`src/rtl/lfsr_pkg.sv`:
```
// Shared types and constants for the 7-bit LFSR tap-finder and its encrypt-side peer.
// Holds the tap table, the tap-index/state typedefs, the finder FSM encoding and a
// bounds-safe tap lookup helper.
package lfsr_pkg;

    localparam int unsigned NUM_TAP_ENTRIES = 9;

    typedef logic [3:0] tap_idx_t;
    typedef logic [6:0] lfsr_t;

    typedef enum logic [1:0] {
        StIdle,
        StFetch,
        StSearch,
        StDone
    } finder_state_e;

    localparam tap_idx_t TAP_NONE = 4'hF;

    localparam lfsr_t TAP_TABLE [NUM_TAP_ENTRIES] = '{
        7'h60, 7'h48, 7'h78, 7'h72, 7'h6A, 7'h69, 7'h5C, 7'h7E, 7'h7B
    };

    // Indices past the table yield an all-zero tap rather than an X.
    function automatic lfsr_t tap_lookup(tap_idx_t idx);
        if (idx < 4'(NUM_TAP_ENTRIES)) begin
            return TAP_TABLE[idx];
        end
        return '0;
    endfunction

endpackage

```
`src/rtl/lfsr_tap_finder_step.sv`:
```
// One step of the 7-bit Fibonacci LFSR: shift left, feed back the parity of the tapped bits.
// Ports:
//   state_i  current LFSR state
//   tap_i    tap pattern (1 = bit participates in feedback)
//   next_o   state after one step
module lfsr7_step
    import lfsr_pkg::*;
(
    input  logic [6:0] state_i,
    input  logic [6:0] tap_i,
    output logic [6:0] next_o
);

    lfsr_t masked;

    assign masked = state_i & tap_i;
    assign next_o = {state_i[5:0], ^masked};

endmodule

```
`src/rtl/lfsr_tap_finder.sv`:
```
// Recovers the tap index and seed of a 7-bit LFSR cipher from a known-plaintext preamble.
// Fetches PRE_LEN ciphertext bytes, strips KNOWN_CHAR, then walks the tap table with
// early exit on the first mismatch; the lowest matching tap index wins.
// Ports:
//   clk_i        clock
//   rst_ni       synchronous active-low reset
//   start_i      request pulse, honoured only when idle
//   base_addr_i  address of ciphertext byte 0, sampled with start_i
//   mem_addr_o   data-memory read address
//   mem_data_i   read data, one cycle after mem_addr_o; bit 7 ignored
//   busy_o       search in progress
//   done_o       one-cycle end-of-search pulse
//   found_o      a matching tap was found
//   tap_index_o  winning tap index, TAP_NONE if none
//   seed_o       recovered seed, 0 if none
module lfsr_tap_finder
    import lfsr_pkg::*;
#(
    parameter int unsigned PRE_LEN    = 6,
    parameter int unsigned NUM_TAPS   = 9,
    parameter logic [6:0]  KNOWN_CHAR = 7'h20
) (
    input  logic       clk_i,
    input  logic       rst_ni,
    input  logic       start_i,
    input  logic [7:0] base_addr_i,
    output logic [7:0] mem_addr_o,
    input  logic [7:0] mem_data_i,
    output logic       busy_o,
    output logic       done_o,
    output logic       found_o,
    output logic [3:0] tap_index_o,
    output logic [6:0] seed_o
);

    localparam logic [4:0] KLast = 5'(PRE_LEN);
    localparam logic [3:0] JLast = 4'(PRE_LEN - 1);
    localparam tap_idx_t   TLast = 4'(NUM_TAPS - 1);

    finder_state_e state_q, state_d;
    logic [7:0]    base_q, base_d;
    logic [4:0]    k_q, k_d;
    lfsr_t         pre_q [PRE_LEN];
    lfsr_t         pre_d [PRE_LEN];
    tap_idx_t      t_q, t_d;
    logic [3:0]    j_q, j_d;
    lfsr_t         s_q, s_d;
    logic          found_q, found_d;
    tap_idx_t      tap_q, tap_d;
    lfsr_t         seed_q, seed_d;

    lfsr_t step_next;
    logic  unused_mem_msb;

    assign unused_mem_msb = mem_data_i[7];

    lfsr7_step u_step (
        .state_i (s_q),
        .tap_i   (tap_lookup(t_q)),
        .next_o  (step_next)
    );

    always_ff @(posedge clk_i) begin
        if (!rst_ni) begin
            state_q <= StIdle;
            base_q  <= '0;
            k_q     <= '0;
            pre_q   <= '{default: '0};
            t_q     <= '0;
            j_q     <= '0;
            s_q     <= '0;
            found_q <= 1'b0;
            tap_q   <= '0;
            seed_q  <= '0;
        end else begin
            state_q <= state_d;
            base_q  <= base_d;
            k_q     <= k_d;
            pre_q   <= pre_d;
            t_q     <= t_d;
            j_q     <= j_d;
            s_q     <= s_d;
            found_q <= found_d;
            tap_q   <= tap_d;
            seed_q  <= seed_d;
        end
    end

    always_comb begin
        state_d = state_q;
        base_d  = base_q;
        k_d     = k_q;
        pre_d   = pre_q;
        t_d     = t_q;
        j_d     = j_q;
        s_d     = s_q;
        found_d = found_q;
        tap_d   = tap_q;
        seed_d  = seed_q;

        unique case (state_q)
            StIdle: begin
                if (start_i) begin
                    state_d = StFetch;
                    base_d  = base_addr_i;
                    k_d     = '0;
                    found_d = 1'b0;
                    tap_d   = '0;
                    seed_d  = '0;
                end
            end
            StFetch: begin
                // Data for the address driven in cycle k-1 arrives in cycle k.
                if (k_q != '0) begin
                    pre_d[k_q - 5'd1] = mem_data_i[6:0] ^ KNOWN_CHAR;
                end
                if (k_q == KLast) begin
                    state_d = StSearch;
                    t_d     = '0;
                    j_d     = 4'd1;
                    s_d     = pre_q[0];
                end else begin
                    k_d = k_q + 5'd1;
                end
            end
            StSearch: begin
                if (step_next == pre_q[j_q]) begin
                    if (j_q == JLast) begin
                        state_d = StDone;
                        found_d = 1'b1;
                        tap_d   = t_q;
                        seed_d  = pre_q[0];
                    end else begin
                        s_d = step_next;
                        j_d = j_q + 4'd1;
                    end
                end else if (t_q != TLast) begin
                    t_d = t_q + 4'd1;
                    j_d = 4'd1;
                    s_d = pre_q[0];
                end else begin
                    state_d = StDone;
                    found_d = 1'b0;
                    tap_d   = TAP_NONE;
                    seed_d  = '0;
                end
            end
            StDone: begin
                state_d = StIdle;
            end
            default: begin
                state_d = StIdle;
            end
        endcase
    end

    assign mem_addr_o  = base_q + {3'b000, k_q};
    assign busy_o      = (state_q == StFetch) || (state_q == StSearch);
    assign done_o      = (state_q == StDone);
    assign found_o     = found_q;
    assign tap_index_o = tap_q;
    assign seed_o      = seed_q;

endmodule

```
`config.mk`:
```
export PLATFORM = sky130hd
export DESIGN_NAME = lfsr_tap_finder
export DESIGN_NICKNAME = d
export VERILOG_FILES = /design/src/rtl/lfsr_pkg.sv /design/src/rtl/lfsr_tap_finder_step.sv /design/src/rtl/lfsr_tap_finder.sv
export SDC_FILE = /design/constraint.sdc
export NUM_CORES = 1
export LEC_CHECK = 0
export BUFFER_PORTS_ARGS = -buffer_cell sky130_fd_sc_hd__buf_2
export CAP_MARGIN = 25
export CORE_MARGIN = 10
export CORE_UTILIZATION = 54
export CTS_CLUSTER_SIZE = 40
export DETAILED_ROUTE_END_ITERATION = 8
export PLACE_DENSITY = 0.74
export SLEW_MARGIN = 30
export SYNTH_ARGS = -nofsm -noshare
export SYNTH_HDL_FRONTEND = slang
export SYNTH_SLANG_ARGS = --single-unit
```
`constraint.sdc`:
```
create_clock -name clk_i -period 5.82 [get_ports clk_i]
set_input_delay 1.455 -clock clk_i [delete_from_list [all_inputs] [get_ports clk_i]]
set_output_delay 1.455 -clock clk_i [all_outputs]
set_load 0.02 [all_outputs]
```
==> run_results.csv <==
group,metric,value,unit
sta,skew,10.5,ps
detailed_routing,viasPerCell,5.69,
cts,cts.sinks,84,
floorplan,core_region_area,8260,um^2
detailed_routing,first_pass_iters,5,
sta,setup_viol,0,
detailed_routing,ant_nets,0,
synth,ys.flop_type,"dfxtp_1",
synth,yosysSeqAreaShare,36.6,%
sta,drv_slew,0,
synth,netlist_instances,503,
global_routing,grt_antenna_before_repair,0,
critical_path,required,4370,ps
placed_design,io_buffers,39,
detailed_routing,drtIter0Drc,230,
floorplan,die_w,112,um
synth,synth-edff-count,0,
cts,clk-insertion-delay-late,360,ps
cells_and_area,num-fill-cells,744,
sta,period_share,68.1,%
global_routing,grt_max_degree,69,
floorplan,pin_count,41,
synth,synth_top_area_share,36.6,%
global_routing,grt_overflow,0,
power,pwr_density_cell,323,nW/um^2
flow_run,maxCapViolCount,0,
cts,clock_path_buffers,2,
power,p_leak,2.19,nW
global_routing,first_global_vias,3698,
cells_and_area,area_delta_synth_final,8.27,%
critical_path,reg2reg_depth,10,
sta,setup_ws,1860,ps
floorplan,die-area,12600,um^2
synth,yosysTopAreaCell,"dfxtp_1",
detailed_routing,wl_per_cell,15.8,um
cts,cts_tree,"built",
synth,yosysMostFrequentCell,"dfxtp_1",
cts,htreeDepth,3,
sta,max-slew-margin-rel,46.7,%
cts,cts_resized,0,
worst_hold_path,hp-class,"register to register",
detailed_routing,wl,10.1,mm
critical_path,cp_max_fo,10,
worst_hold_path,hold_depth,2,
sta,tightest_slew,798,ps
floorplan,dieHeight,112,um
synth,synth_common_cells,"dfxtp_1 (84), nor2_1 (63), mux2i_1 (42), nand2_1 (42), a21oi_1 (27)",
synth,avgSynthCellArea,9.14,um^2
synth,ys_seq_elements,84,
sta,rsz0062_at_grt,"no",
placed_design,pre_cts_slack,2180,ps
synth,synthDistinctLibCells,63,
sta,post-route-min-period,3960,ps
cts,clock-root-buffer,"clkbuf_8",
global_routing,grt_use_total,16.5,%
sta,fin_tns_setup,0,ps
floorplan,initial_core_util,55.7,%
synth,yosys_warnings,0,
critical_path,endpoint_kind,"output port",
sta,max_freq,0.252,GHz
power,ir_drop,156,uV
placed_design,dp_hpwl,7.11,mm
synth,async_flop_share,0,%
synth,synth_area_leaders,"dfxtp_1 (37%), mux2i_1 (9.1%), ha_1 (5.4%), nor2_1 (5.1%), nand2_1 (3.4%)",
sta,final_hold_viol_count,0,
synth,synthesis.area,4600,um^2
critical_path,crit_path_start_kind,"register",
cells_and_area,antenna-diode-count,0,
cells_and_area,nNetsFinal,570,
cts,post-cts-setup-buffer-count,0,
cts,path_clk_slew,90,ps
cts,cts_hold_buf,0,
cells_and_area,drive_gt1_share,17.8,%
critical_path,path_class,"register to output port",
floorplan,num_rows,33,
cts,cts_buffers,9,
placed_design,gp_congestion,0.835,
global_routing,grt_pass1_wl,17.7,mm
detailed_routing,vias,3643,
detailed_routing,drc,0,
synth,syn_nets,543,
status,status,"complete, no violations",
critical_path,crit_arrival,2510,ps
[metrics by stage]
stage	utilization, %	cells	total power, mW	hold slack (ps)	cell area (um^2)
global placement	58.1	624	1.21	440	4800
finish	60.3	640	1.61	462	4980
detailed placement	58.1	624	1.23	447	4800
floorplan	-	503	1.13	433	4600
global route	60.3	640	1.71	485	4980
CTS	60.3	640	1.62	463	4980
[report_power, final]
part | switching (mW) | internal, mW
clock | 0.231 | 0.161
combinational | 0.347 | 0.209
sequential | 0.0544 | 0.607
total | 0.633 | 0.976
[final timing paths]
check | startpoint | end | slack, ps
setup reg to reg | j_q[1]$_SDFFE_PN0P_ | s_q[3]$_SDFFE_PN0P_ | 2090
setup / recovery | k_q[0]$_SDFFE_PN0P_ | mem_addr_o[6] | 1860
hold / removal | seed_o[1]$_SDFFE_PN0P_ | seed_o[1]$_SDFFE_PN0P_ | 460
hold reg to reg | seed_o[1]$_SDFFE_PN0P_ | seed_o[1]$_SDFFE_PN0P_ | 460
[critical path: stages, from the launching register on]
cell and delay (ps):
dfxtp_1 530, ha_1 250, inv_1 60, fa_1 400, inv_1 70, a21oi_1 60
o21ai_0 250, a21o_1 160, nand2_1 60, xnor2_1 130, buf_2 180
[cells in the final DEF (no fill, tap or decap), types with 15 or more instances in the layout]
cell type | Yosys | routed
dfxtp_1 | 84 | 84
nor2_1 | 63 | 63
nand2_1 | 42 | 42
mux2i_1 | 42 | 42
buf_2 | 4 | 39
a21oi_1 | 27 | 27
inv_1 | 25 | 24
o21ai_0 | 24 | 24
ha_1 | 20 | 20
nand3_1 | 15 | 15
[kinds of logic (layout without fill, tap and decap cells)]
logic type,count (synthesis),after routing,synth area share [%]
XOR/XNOR,22,22,4.98
AO/OA/AOI/OAI,91,91,13.8
buffers and inverters,52,84,5.47
flip-flops,84,84,36.6
adder cells (fa/ha/maj),21,21,5.88
AND/OR/NAND/NOR,171,171,17.6
multiplexers,62,62,15.8
[flip-flops by register name (all words and copies together) (netlist names)]
name         flops
pre_q           42
base_q           8
s_q              7
seed_o           7
k_q              5
j_q              4
t_q              4
tap_index_o      4
state_q          2
found_o          1
[final cells by class]
type | instances | area [um^2] | share of cell area [%]
clock buffer | 9 | 124 | 2.49
clock inverter | 7 | 58.8 | 1.18
inverter | 26 | 100 | 2.01
multi-input combinational | 367 | 2670 | 53.5
sequential | 84 | 1680 | 33.8
tap | 105 | 131 | 2.64
timing repair buffer | 42 | 218 | 4.37
[metal layers]
layer,vias to the layer above,global-route usage (%),part of all wire [%]
li1,1819,-,-
met1,1732,21.2,48
met2,85,27.1,46
met3,7,3.67,4.9
met4,0,4.48,0.76
met5,-,0,0
Power figures use the tool's default switching activity.
